===== src/rtl/inst_fetch_unit_pkg.sv =====
// rtl/inst_fetch_unit_pkg.sv - shared CPU defines: widths, reset PC, NOP, fetch FSM states
package inst_fetch_unit_pkg;

   localparam int ADDR_W = 32;
   localparam int INST_W = 32;

   localparam logic [ADDR_W-1:0] RESET_PC_DEF    = 32'h0000_0000;
   localparam logic [INST_W-1:0] INST_NOP        = 32'h0000_0000;
   localparam int                FETCH_BUF_DEPTH = 2;

   typedef enum logic [1:0] {
      IDLE = 2'd0,
      RUN  = 2'd1,
      HOLD = 2'd2
   } fetch_state_e;

   typedef struct packed {
      logic [ADDR_W-1:0] pc;
      logic [INST_W-1:0] inst;
   } fetch_entry_t;

   function automatic logic [ADDR_W-1:0] align_word(input logic [ADDR_W-1:0] addr);
      return {addr[ADDR_W-1:2], 2'b00};
   endfunction

endpackage


===== src/rtl/inst_fetch_unit_buf.sv =====
// rtl/inst_fetch_unit_buf.sv - two-entry in-order fetch buffer (fetch_buf)
module fetch_buf
   import inst_fetch_unit_pkg::*;
(
   input  logic              clk,
   input  logic              rst,
   input  logic              push_i,
   input  logic [ADDR_W-1:0] push_pc_i,
   input  logic [INST_W-1:0] push_inst_i,
   input  logic              pop_i,
   input  logic              flush_i,
   output logic [1:0]        count_o,
   output logic [ADDR_W-1:0] head_pc_o,
   output logic [INST_W-1:0] head_inst_o
);

   fetch_entry_t ent0_q, ent0_d;
   fetch_entry_t ent1_q, ent1_d;
   fetch_entry_t in_ent;
   logic [1:0]   count_q, count_d;

   // ent0 is always the head; a pop shifts ent1 down
   always_comb begin
      ent0_d      = ent0_q;
      ent1_d      = ent1_q;
      count_d     = count_q;
      in_ent.pc   = push_pc_i;
      in_ent.inst = push_inst_i;
      if (flush_i) begin
         count_d = 2'd0;
      end else begin
         case ({push_i, pop_i})
            2'b10: begin
               if (count_q == 2'd0) begin
                  ent0_d  = in_ent;
                  count_d = 2'd1;
               end else if (count_q == 2'd1) begin
                  ent1_d  = in_ent;
                  count_d = 2'd2;
               end
            end
            2'b01: begin
               if (count_q != 2'd0) begin
                  ent0_d  = ent1_q;
                  count_d = count_q - 2'd1;
               end
            end
            2'b11: begin
               if (count_q == 2'd2) begin
                  ent0_d = ent1_q;
                  ent1_d = in_ent;
               end else begin
                  ent0_d  = in_ent;
                  count_d = 2'd1;
               end
            end
            default: ;
         endcase
      end
   end

   always_ff @(posedge clk) begin
      if (!rst) begin
         ent0_q  <= '0;
         ent1_q  <= '0;
         count_q <= 2'd0;
      end else begin
         ent0_q  <= ent0_d;
         ent1_q  <= ent1_d;
         count_q <= count_d;
      end
   end

   assign count_o     = count_q;
   assign head_pc_o   = ent0_q.pc;
   assign head_inst_o = ent0_q.inst;

endmodule


===== src/rtl/inst_fetch_unit.sv =====
// rtl/inst_fetch_unit.sv - credit-limited instruction fetch with bypass, branch and flush redirect
module inst_fetch_unit
   import inst_fetch_unit_pkg::*;
#(
   parameter logic [31:0] RESET_PC  = RESET_PC_DEF,
   parameter int          BUF_DEPTH = FETCH_BUF_DEPTH
)(
   input  logic        clk,
   input  logic        rst,
   output logic        rom_ce_o,
   output logic [31:0] rom_addr_o,
   input  logic [31:0] rom_data_i,
   input  logic        stall_i,
   input  logic        branch_flag_i,
   input  logic [31:0] branch_target_i,
   input  logic        flush_i,
   input  logic [31:0] new_pc_i,
   output logic        if_valid_o,
   output logic [31:0] if_pc_o,
   output logic [31:0] if_inst_o
);

   localparam logic [2:0] CREDIT_LIM = 3'(BUF_DEPTH - 1);

   fetch_state_e state_q, state_d;
   logic [31:0]  pc_q, pc_d;
   logic         inflight_q, inflight_d;
   logic [31:0]  inflight_pc_q, inflight_pc_d;

   logic [1:0]   buf_count;
   logic [31:0]  head_pc, head_inst;
   logic         buf_empty, buf_push, buf_pop;
   logic         accept, take_branch, redirect, credit_ok, issue;
   logic [2:0]   occ, count_next, occ_next;

   fetch_buf u_buf (
      .clk         (clk),
      .rst         (rst),
      .push_i      (buf_push),
      .push_pc_i   (inflight_pc_q),
      .push_inst_i (rom_data_i),
      .pop_i       (buf_pop),
      .flush_i     (redirect),
      .count_o     (buf_count),
      .head_pc_o   (head_pc),
      .head_inst_o (head_inst)
   );

   // Buffered entries are older than the in-flight word, so they win the output
   always_comb begin
      buf_empty  = (buf_count == 2'd0);
      if_valid_o = !buf_empty || inflight_q;
      if (!buf_empty) begin
         if_pc_o   = head_pc;
         if_inst_o = head_inst;
      end else if (inflight_q) begin
         if_pc_o   = inflight_pc_q;
         if_inst_o = rom_data_i;
      end else begin
         if_pc_o   = '0;
         if_inst_o = INST_NOP;
      end
   end

   always_comb begin
      accept      = if_valid_o && !stall_i;
      take_branch = accept && branch_flag_i && !flush_i;
      redirect    = flush_i || take_branch;
      occ         = {1'b0, buf_count} + {2'b00, inflight_q};
      credit_ok   = (occ <= CREDIT_LIM + {2'b00, accept});
      buf_pop     = accept && !buf_empty;
      buf_push    = inflight_q && !(buf_empty && accept);

      state_d     = state_q;
      issue       = 1'b0;
      case (state_q)
         IDLE: state_d = RUN;
         RUN, HOLD: issue = credit_ok && !redirect;
         default: state_d = IDLE;
      endcase

      count_next = redirect ? 3'd0
                 : {1'b0, buf_count} + {2'b00, buf_push} - {2'b00, buf_pop};
      occ_next   = count_next + {2'b00, issue};
      if (state_q != IDLE)
         state_d = (occ_next > CREDIT_LIM) ? HOLD : RUN;
      if (redirect)
         state_d = RUN;

      pc_d = pc_q;
      if (flush_i)
         pc_d = align_word(new_pc_i);
      else if (take_branch)
         pc_d = align_word(branch_target_i);
      else if (issue)
         pc_d = pc_q + 32'd4;

      inflight_d    = issue;
      inflight_pc_d = issue ? pc_q : inflight_pc_q;
   end

   assign rom_ce_o   = issue;
   assign rom_addr_o = pc_q;

   always_ff @(posedge clk) begin
      if (!rst) begin
         state_q       <= IDLE;
         pc_q          <= RESET_PC;
         inflight_q    <= 1'b0;
         inflight_pc_q <= '0;
      end else begin
         state_q       <= state_d;
         pc_q          <= pc_d;
         inflight_q    <= inflight_d;
         inflight_pc_q <= inflight_pc_d;
      end
   end

endmodule


===== config.mk =====
export PLATFORM = sky130hd
export DESIGN_NAME = inst_fetch_unit
export DESIGN_NICKNAME = d
export VERILOG_FILES = /design/src/rtl/inst_fetch_unit_pkg.sv /design/src/rtl/inst_fetch_unit_buf.sv /design/src/rtl/inst_fetch_unit.sv
export SDC_FILE = /design/constraint.sdc
export NUM_CORES = 1
export LEC_CHECK = 0
export CORE_ASPECT_RATIO = 1.2
export CORE_MARGIN = 1.5
export CORE_UTILIZATION = 31
export DETAILED_ROUTE_END_ITERATION = 16
export HOLD_SLACK_MARGIN = 0.12
export MAX_ROUTING_LAYER = met4
export PLACE_DENSITY_LB_ADDON = 0.08
export SLEW_MARGIN = 20
export SYNTH_ARGS = -nofsm -noshare
export SYNTH_HDL_FRONTEND = slang
export SYNTH_SLANG_ARGS = --single-unit

===== constraint.sdc =====
create_clock -name clk -period 10.72 [get_ports clk]
set_clock_uncertainty 0.15 [all_clocks]
set_input_delay 2.144 -clock clk [delete_from_list [all_inputs] [get_ports clk]]
set_output_delay 2.144 -clock clk [all_outputs]
set_load 0.1 [all_outputs]

# Yosys cells after proc, flatten, opt, wreduce, memory -nomap -nowiden
# Cells that the tools add are included.
# op_classes
n_div,0
mux,26
n_shift,0
mul,0
n_addsub,7
magnitude_cmp,2
eq_ne,16
n_bitwise,2
n_reduce_logical,27
# ops
operator,count
$mux W64,6
$mux W32,7
$pmux W64 S3,1
$pmux W64 S2,1
$add A32 B3 Y32 const B,1
$mux W2,6
$eq A2 B2 Y1 const B,4
$ne A2 B2 Y1 const B,4
$reduce_and A4 Y1,2
$logic_and A1 B1 Y1,7
$add A2 B1 Y3,2
$eq A2 B1 Y1 const B,3
$ne A2 B1 Y1 const B,3
$pmux W2 S3,1
$reduce_bool A2 Y1,3
$reduce_bool A3 Y1,2
$logic_not A1 Y1,5
$reduce_and A5 Y1,1
$logic_not A2 Y1,2
$pmux W2 S2,1
$reduce_or A2 Y1,2
$add A3 B1 Y3,1
$gt A3 B1 Y1 const B,1
$le A3 B2 Y1,1
10 further kinds,13
# totals
mem_bits_ro,0
reg_bits,197
mem_count,0
latch_bits,0
in_bits,101
output_inout_bits,98
mem_bits_rw,0

# Logic depth before layout (Yosys ltp)
# logic_depth
ltp_word,15
mapped_depth,15

# Cells and area by module
# From an unflattened synthesis, not the netlist that was laid out.
# unflattened
cells_unflattened,1294
area_unflattened_um2,10572.6
# modules_own_cells
module,seq_area_each_um2,n_inst,cells_each,area_each_um2
fetch_buf,2602.5,1,644,6197.2
inst_fetch_unit,1261.2,1,650,4375.4

# Worst setup path before layout
# Ideal clock, no wire load.
# synth_path
path_kind,input port to output port
start,input port stall_i
end,output port rom_ce_o
t_arrival_ps,3896
n_path_buf,1
slack_ps,4530
path_stages,8
cell_sequence,inv_1 nand2_1 fa_1 or3b_1 a21o_1 nand2_1 inv_1 buf_2
# synth_between
elab_chain_cells,8
# synth_rtl
item,line_no,rtl
from (decl),inst_fetch_unit.sv:13,"input logic stall_i,"
$logic_not A1 Y1 (*),inst_fetch_unit.sv:66,accept = if_valid_o && !stall_i;
$logic_and A1 B1 Y1 (*),inst_fetch_unit.sv:66,
branches (longest 4 deep; another with $le A3 B2 Y1),n/a,
$logic_and A1 B1 Y1 (*),inst_fetch_unit.sv:78,"RUN, HOLD: issue = credit_ok && !redirect;"
$mux W1 (*),inst_fetch_unit.sv:76,case (state_q)
to (decl),inst_fetch_unit.sv:10,"output logic rom_ce_o,"
# Every way passes the cells marked *.

# Worst setup path after layout
# Ends and elaborated chain as after synthesis.

==> flow_summary.yaml <==
place:
  gp_congestion: 0.781
  dpl-instance-area_sq_um: 11500
  port_buffers: 190
  dp_hpwl_microns: 17900
power_and_ir_drop:
  max-vdd-ir-drop_mv: 0.0761
  power_frac_clock_pct: 38.7
  combPwrFrac_pct: 16.9
  p_per_area_nw_per_um2: 138
  sw_frac_of_total_pct: 30.0
  p_switching_uw: 501
  p_leak_uw: 0.00420
  p_int_uw: 1170
  sequentialPowerShare_pct: 44.4
clock_tree:
  cts_inserted_buffers: 17
  clock_latency_ns: 0.44
  hold_buffers: 0
  numClockSinks: 189
  cts_tree: "yes"
  ctsHtreeMaxLevel: 4
  cts_root_buffer: "clkbuf_16"
  cts_setup_buffers: 0
  clk_pin_slew_worst_paths_ns: 0.07
  cts.path.max_buffers: 2
  cts_resized: 0
floorplan:
  start_util_pct: 31.6
  fp.dieH_microns: 194
  row_count: 69
  io_pins: 199
  die_area_sq_um: 31400
  core_area_sq_um: 29800
  die_w_microns: 162
critical_path:
  crit_path_start_kind: "input port"
  critPathTopFamily: "buffers and inverters"
  crit_arrival_ns: 5.56
  required_ns: 8.43
  crit_chain: "clkdlybuf4s50_1 > inv_1 > nand2_1 > fa_1 > or3b_1 > a21o_1 > nand2_1 > buf_4 > inv_1 > clkdlybuf4s50_1"
  end_kind: "primary output"
  path_class: "input port to primary output"
  cp_max_fo: 32
  critPathMaxStageDelay_ns: 0.98
  crit_slowest_cell: "clkdlybuf4s50_1"
  worst-path-buf-inv: 5
global_route:
  antenna_found_initial: 0
  grt_max_degree: 98
  grt_overflow: 0
  grt_pass1_wl_microns: 45700
  grt_pass1_vias: 8268
  grt.total_usage_pct: 18.7
timing:
  finalMaxSlewViolations: 0
  hold_viol_final: 0
  fin_crit_ns: 7.85
  worstMarginPinSlew_ns: 1.13
  max_freq_ghz: 0.127
  relSlewSlack_pct: 24.8
  fin_crit_sh_pct: 73.2
  rsz0062_at_grt: "no"
  fin_tns_setup_ns: 0
  finalSetupViolCount: 0
yosys:
  synthArstFlopShare_pct: 0
  synth_edf_count: 0
  netlist_instances: 1219
  synth_flop_cell: "dfxtp_1"
  synth_seq_cells: 189
  synth_area_sq_um: 9420
  synth-seq-area-share_pct: 40.2
  yosysWarnings: 0
  post_synth_num_cell_types: 66
  avgSynthCellArea_sq_um: 7.73
layout:
  diodes: 0
  final_util_pct: 40.7
  stdcell_area_sq_um: 12100
  final_nets: 1461
  area_delta_synth_final_pct: 28.9
  n_fill_cell: 3110
  layout-drive-gt1-share_pct: 4.71
detailed_routing:
  firstDrtPassIters: 5
  wirelength_microns: 28300
  antenna_left: 0
  drc_errors: 0
  initialDrtViolationCount: 600
  num_vias: 8828
  wl_per_cell_microns: 16.2
  avgViaCountPerCell: 5.04
min_path:
  min-delay-path-class: "flop to flop"
job:
  drv_cap: 0
run_status:
  status: "completed"
per-stage QoR:
step | hold WS, ns | std cells | total power [uW] | worst slack, ns
after floorplan | 0.286 | 1222 | 942 | 4.53
after global placement | 0.290 | 1718 | 1040 | 2.87
after detailed placement | 0.296 | 1718 | 1040 | 2.87
after CTS | 0.306 | 1750 | 1690 | 2.87
after global routing | 0.321 | 1750 | 1740 | 2.73
final | 0.303 | 1750 | 1670 | 2.87
state kept, by name (all words and copies together) (netlist names):
signal,cells
state_q,2
u_buf.count_o,2
inflight_pc_q,30
u_buf.head_pc_o,30
inflight_q,1
u_buf.head_inst_o,32
u_buf.ent1_q,62
rom_addr_o,30
area by class of cell:
cell class              instances  area [sq um]  share of cell area, %
multi-input cells             854          4950                   40.8
flip-flops and latches        189          3780                   31.2
repair buffers                204          2010                   16.5
well taps                     390           488                   4.02
clock buffers                  21           460                   3.79
inverters                      81           309                   2.55
clock inverters                11           133                   1.09
cell families (layout without fill, tap and decap cells):
family                     after synthesis  in the layout  share of synthesized area (%)
AOI/OAI and AO/OA                      341            341                           22.8
xor gates and xnor gates                 6              6                          0.558
adders and majority gates               13             13                           1.89
buffers and inverters                  179            317                           7.72
DFF                                    189            189                           40.2
muxes                                   63             63                           6.71
other                                    1              4                         0.0398
and+or+nand+nor                        427            427                           20.1
layer usage:
layer  vias up  wire length, microns  global-route usage [%]
li1       4547                     -                       -
met1      4015                 13900                    25.4
met2       245                 12800                    29.1
met3        21                  1270                    2.76
met4         0                   305                    4.69
met5         -                     0                       -
final timing paths:
check / slack, ns / from / endpoint / cells after the start
min reg2reg: 0.30 / u_buf.ent1_q[46] / u_buf.ent1_q[46] / 2
max reg2reg: 6.55 / u_buf.count_o[1] / state_q[0] / 15
max: 2.87 / stall_i / rom_ce_o / 10
min: 0.30 / u_buf.ent1_q[46] / u_buf.ent1_q[46] / 2
power by group through the flow:
stage / sequential (uW) / clock, uW / combinational [uW]
2_1_floorplan: 800 / 0 / 142
3_3_place_gp: 757 / 0 / 282
3_5_place_dp: 757 / 0 / 283
4_1_cts: 741 / 669 / 284
5_1_grt: 744 / 695 / 302
6_report: 741 / 645 / 282
layout by cell type (no fill, tap or decap), drive strengths merged, types with 5 or more instances in the layout:
master / count
mux2i: 62
nand4: 17
ha: 11
o221ai: 5
nor3: 12
nor2: 82
nand3: 82
a221o: 6
and3: 12
xor2: 5
o21ai: 81
a211o: 5
dfxtp: 189
a22oi: 12
buf: 14
a21oi: 120
a222oi: 9
inv: 82
clkbuf: 21
clkdlybuf4s50: 190
clkinv: 6
a31oi: 7
a211oi: 65
nand2: 201
worst register-to-register path, delay by kind of cell, from the launching register on:
family	cells	cell delay, ns
and+or+nand+nor	5	1.15
muxes	1	0.12
AOI/OAI and AO/OA	3	0.54
buffers and inverters	3	0.53
DFF	1	0.48
adders and majority gates	3	1.14
cells in the mapped netlist (all sizes together) (3+ instances only):
library cell	instances	area, sq um
nand2	201	754
dfxtp	189	3780
a21oi	120	612
nand3	82	415
nor2	82	310
o21ai	81	409
inv	80	300
a211oi	65	488
mux2i	62	621
clkbuf	53	199
buf	45	224
nand4	17	106
a22oi	12	90.1
and3	12	75.1
nor3	12	65.1
ha	11	138
a222oi	9	90.1
a31oi	7	43.8
a221o	6	60.1
a211o	5	43.8
o221ai	5	43.8
xor2	5	43.8
a21o	4	30.0
a221oi	4	41.3
nor4	4	31.3
o211ai	4	30.0
a22o	3	26.3
and2	3	18.8
and4	3	26.3
nor2b	3	21.3
nor3b	3	27.5
Power figures use the tool's default switching activity.
